[src/rtl/uart_status_reporter.sv]
// uart_status_reporter: snapshots DAC control/frequency and sends it as an ASCII
// status line ("R:108\r\n") through the UART2 TxData/TxSend/TxBusy handshake.
module uart_status_reporter #(
    parameter logic [7:0] SEP_CHAR = 8'h3A,
    parameter bit         EOL_LF   = 1'b1
) (
    input  logic       ipClk,
    input  logic       ipReset,
    input  logic       ipTrigger,
    input  logic [1:0] ipControl,
    input  logic [7:0] ipFreq,
    output logic [7:0] opTxData,
    output logic       opTxSend,
    input  logic       ipTxBusy,
    output logic       opBusy,
    output logic       opDone,
    output logic       opOverrun
);
    typedef enum logic [2:0] {IDLE, CONV_H, CONV_T, SEND, WAIT_TX, DONE} state_t;
    localparam logic [2:0] LAST = EOL_LF ? 3'd6 : 3'd5;

    state_t     r_state;
    logic [1:0] r_ctrl;
    logic [7:0] r_rem;
    logic [1:0] r_hund;
    logic [3:0] r_tens;
    logic [3:0] r_units;
    logic [2:0] r_idx;
    logic       r_pending;
    logic       w_start;
    logic       w_req_busy;

    function automatic logic [7:0] byte_at(input logic [2:0] idx, input logic [1:0] ctrl,
                                           input logic [1:0] h, input logic [3:0] t, input logic [3:0] u);
        logic [7:0] status;
        status = ctrl == 2'd0 ? 8'h53 : ctrl == 2'd1 ? 8'h52 : ctrl == 2'd2 ? 8'h50 : 8'h3F;
        return idx == 3'd0 ? status :
               idx == 3'd1 ? SEP_CHAR :
               idx == 3'd2 ? 8'h30 + {6'd0, h} :
               idx == 3'd3 ? 8'h30 + {4'd0, t} :
               idx == 3'd4 ? 8'h30 + {4'd0, u} :
               idx == 3'd5 ? 8'h0D : 8'h0A;
    endfunction

    // A trigger in DONE is treated like a queued request and restarts immediately.
    assign w_start    = (r_state == IDLE && ipTrigger) || (r_state == DONE && (r_pending || ipTrigger));
    assign w_req_busy = ipTrigger && r_state != IDLE && r_state != DONE;
    assign opBusy     = r_state != IDLE;
    assign opDone     = r_state == DONE;

    always_ff @(posedge ipClk or posedge ipReset) begin
        if (ipReset) begin
            r_state   <= IDLE;
            r_ctrl    <= 2'd0;
            r_rem     <= 8'd0;
            r_hund    <= 2'd0;
            r_tens    <= 4'd0;
            r_units   <= 4'd0;
            r_idx     <= 3'd0;
            r_pending <= 1'b0;
            opTxData  <= 8'h00;
            opTxSend  <= 1'b0;
            opOverrun <= 1'b0;
        end else begin
            opOverrun <= 1'b0;
            if (w_req_busy) begin
                if (r_pending)
                    opOverrun <= 1'b1;
                else
                    r_pending <= 1'b1;
            end
            if (w_start) begin
                r_ctrl  <= ipControl;
                r_rem   <= ipFreq;
                r_hund  <= 2'd0;
                r_tens  <= 4'd0;
                r_state <= CONV_H;
            end
            case (r_state)
                CONV_H: begin
                    if (r_rem >= 8'd100) begin
                        r_rem  <= r_rem - 8'd100;
                        r_hund <= r_hund + 2'd1;
                    end else
                        r_state <= CONV_T;
                end
                CONV_T: begin
                    if (r_rem >= 8'd10) begin
                        r_rem  <= r_rem - 8'd10;
                        r_tens <= r_tens + 4'd1;
                    end else begin
                        r_units  <= r_rem[3:0];
                        r_idx    <= 3'd0;
                        opTxData <= byte_at(3'd0, r_ctrl, r_hund, r_tens, r_rem[3:0]);
                        r_state  <= SEND;
                    end
                end
                SEND: begin
                    if (opTxSend && ipTxBusy) begin
                        opTxSend <= 1'b0;
                        r_state  <= WAIT_TX;
                    end else if (!ipTxBusy)
                        opTxSend <= 1'b1;
                end
                WAIT_TX: begin
                    if (!ipTxBusy) begin
                        if (r_idx == LAST)
                            r_state <= DONE;
                        else begin
                            r_idx    <= r_idx + 3'd1;
                            opTxData <= byte_at(r_idx + 3'd1, r_ctrl, r_hund, r_tens, r_units);
                            r_state  <= SEND;
                        end
                    end
                end
                DONE: begin
                    r_pending <= r_pending && ipTrigger;
                    if (!w_start)
                        r_state <= IDLE;
                end
                default: ;
            endcase
        end
    end
endmodule
[config.mk]
export PLATFORM = sky130hd
export DESIGN_NAME = uart_status_reporter
export DESIGN_NICKNAME = d
export VERILOG_FILES = /design/src/rtl/uart_status_reporter.sv
export SDC_FILE = /design/constraint.sdc
export NUM_CORES = 1
export LEC_CHECK = 0
export CORE_MARGIN = 3
export CORE_UTILIZATION = 45
export CTS_BUF_LIST = sky130_fd_sc_hd__clkbuf_8
export DETAILED_ROUTE_END_ITERATION = 7
export GPL_ROUTABILITY_DRIVEN = 0
export PLACE_DENSITY = 0.66
export SYNTH_ARGS = -nofsm -noshare
export SYNTH_HDL_FRONTEND = slang
export SYNTH_SLANG_ARGS = --single-unit
[constraint.sdc]
create_clock -name ipClk -period 5.3 [get_ports ipClk]
set_input_delay 0.795 -clock ipClk [delete_from_list [all_inputs] [get_ports ipClk]]
set_output_delay 0.795 -clock ipClk [all_outputs]
set_load 0.01 [all_outputs]
==> summary.md <==
| Metric | Value |
|---|---|
| Status | `complete, no violations` |
| CTS max path bufs | `2` |
| Clock skew | `0.00873 ns` |
| Pleak | `1.19 nW` |
| Final Cell Area | `2730 um2` |
| CP endpoint kind | `output port` |
| Final period util | `50.6%` |
| Die H | `78.8 um` |
| Core area | `4910 um2` |
| Largest net degree at the start of global routing | `37` |
| Fraction of registers with async set/reset | `between 90% and 100%` |
| CTS Hold Bufs | `0` |
| DP Area | `2630 um2` |
| Post-synth top area share | `37.8%` |
| Final layout net count | `between 300 and 400` |
| Post-Syn Area | `2380 um2` |
| Num rows | `25` |
| EDFF count, synth | `0` |
| Clock Latency Late Sink | `0.29 ns` |
| Drt wl/cell | `14.3 um` |
| Final Critical Period | `2.68 ns` |
| DRC errors left | `0` |
| Initial antenna violation count | `0` |
| Synth top cells by count | `36 x dfrtp_1, 29 x nand2_1, 21 x o21ai_0, 17 x nand3_1, 15 x inv_1` |
| Via count | `about 2,000` |
| Synth top area cells | `dfrtp_1 38%, ha_1 7.3%, nand2_1 4.6%, o21ai_0 4.4%, nand3_1 3.6%` |
| GRT Total Usage | `17.4%` |
| FMAX | `373 MHz` |
| Initial Util | `48.5%` |
| Distinct cell type count after synthesis | `60` |
| Detailed Route Iter0 Violations | `around 110` |
| Req. time, crit path | `around 4.5 ns` |
| Routed WL | `4970 um` |
| Htree depth | `2` |
| Max-Slew Margin vs Limit | `41.1%` |
| Die Area | `6210 um2` |
| Tot Pwr | `about 1.3 mW` |
| Die width | `78.8 um` |
| Actual slew at the worst max-slew pin | `0.870 ns` |
| First-pass GRT wire length | `8610 um` |
| Total clock sinks | `36` |
| Clock transition at path regs | `0.07 ns` |
| CP Launch Type | `flip-flop` |
| Worst Hold Class | `flip-flop to flip-flop` |
| Worst VDD drop | `0.269 mV` |
| Setup Viol. Count Final | `0` |
| Max Cap Viol | `0` |
| Root Driver | `clkbuf_8` |
| Post-DR vias/cell | `5.67` |
| CTS tree | `built` |
| Post CTS Setup Buffer Count | `0` |
| Port Buf Inserts | `24` |
| Post-synth top area cell | `dfrtp_1` |
| I/O pin total | `26` |
| Yosys reg bits | `36` |
| Final hold violations | `0` |
| Power per cell area | `459 nW/um2` |
| GR Overflow Total | `0` |
| RSZ-0062 raised after global routing | `false` |
| Inserted Clock Buffers | `5` |
| DR pass1 iterations | `4` |
| Remaining antenna violation count after routing | `0` |
| Synth Flop Type | `dfrtp_1` |
| Synth warn | `0` |
| Syn_nets | `293` |
| Post-synthesis average cell area | `8.99 um2` |
| Final Max Slew Viols | `0` |
| Area grow syn2layout | `14.5%` |
| Dpl hpwl | `3550 um` |
| Max FO, Critical Path | `15` |
| Register area share after synthesis | `~38%` |
| TNS Setup | `0 ns` |
| Post-Syn Instances | `265` |
| Most frequent cell after synthesis | `dfrtp_1` |
| Vias in the first global route | `1,801` |
| Setup CP Type | `flip-flop to output port` |
| Number of diodes | `0` |
| Share of cells above drive strength 1 | `under 10%` |
| Worst EP arrival | `1.89 ns` |
| Post-CTS sizing | `0` |
-- power breakdown --
group	internal (mW)	switching, mW	leakage [nW]	total (mW)
Clock	0.116	0.0959	0.0503	0.212
Sequential	0.377	0.148	0.427	0.525
Combinational	0.265	0.252	0.715	0.517
Total	0.758	0.496	1.19	1.25
-- cells by family after synthesis --
family / after synthesis / synth area share [%]
buffers and inverters: 32 / 6.09
DFF: 36 / 37.8
adders and majority gates: 14 / 7.35
AOI/OAI and AO/OA: 78 / 22.8
and+or+nand+nor: 92 / 20.7
xor gates and xnor gates: 3 / 1.10
other: 1 / 0.157
muxes: 9 / 3.94
-- state kept, by name, summed over array words and instances, names as in the netlist --
signal and count:
opOverrun 1, opTxData 7, opTxSend 1, r_ctrl 2, r_hund 2, r_idx 3
r_pending 1, r_rem 8, r_state 3, r_tens 4, r_units 4
-- placed cells by master (no fill, tap or decap), drive strengths merged, types with 3 or more instances in the layout --
| cell type | instances |
|---|---|
| dfrtp | 36 |
| nand2 | 29 |
| clkdlybuf4s50 | 24 |
| o21ai | 22 |
| nand3 | 18 |
| inv | 15 |
| ha | 14 |
| a21oi | 12 |
| nor2b | 7 |
| nor2 | 7 |
| clkbuf | 7 |
| nor3 | 7 |
| mux2i | 6 |
| o211ai | 6 |
| a21o | 5 |
| nand2b | 4 |
| o31ai | 4 |
| xnor2 | 3 |
| mux2 | 3 |
| o221ai | 3 |
| nor3b | 3 |
| a211oi | 3 |
| and2 | 3 |
-- cell type report --
cell class                 count  area [um2]
fill                         449        2180
tap                           67        83.8
multi-input combinational    197        1340
sequential                    36         901
clock buffer                   7        96.3
timing repair buffer          26         255
inverter                      15        56.3
-- worst max-delay path: stages, from the launching register on --
cell and delay (ns):
dfrtp_1 0.66, nor2b_1 0.23, nand2_1 0.10, inv_1 0.08, clkdlybuf4s50_1 0.53
-- metrics by stage --
stage | util [%] | hold WS (ns) | instances | setup WS [ns]
6_report | 55.6 | 0.471 | 348 | 2.62
3_3_place_gp | 53.6 | 0.463 | 341 | 2.75
3_5_place_dp | 53.6 | 0.463 | 341 | 2.71
5_1_grt | 55.6 | 0.517 | 348 | 2.44
2_1_floorplan | - | 0.441 | 265 | 3.23
4_1_cts | 55.6 | 0.478 | 348 | 2.61
-- per-layer routing --
metal | vias to the layer above | wire, um | GRT usage, %
li1 | 999 | - | -
met1 | 925 | 2410 | 22.9
met2 | 40 | 2280 | 27.7
met3 | 8 | 211 | 4.42
met4 | 0 | 72 | 6.12
met5 | - | 0 | 0
-- worst paths after layout --
check	startpoint	to	slack, ns	depth (start not counted)
worst max-delay path	r_state[2]$_DFF_PP0_	opDone	2.62	4
worst min-delay path	r_units[1]$_DFFE_PP0P_	r_units[1]$_DFFE_PP0P_	0.47	2
worst max register to register	r_rem[2]$_DFF_PP0_	r_rem[6]$_DFF_PP0_	2.83	7
worst min register to register	r_units[1]$_DFFE_PP0P_	r_units[1]$_DFFE_PP0P_	0.47	2
max in group asynchronous	ipReset	opOverrun$_DFF_PP0_	4.06	3
min in group asynchronous	ipReset	opTxSend$_DFFE_PP0P_	0.89	3
No activity file was read; power rests on OpenSTA's default activity.
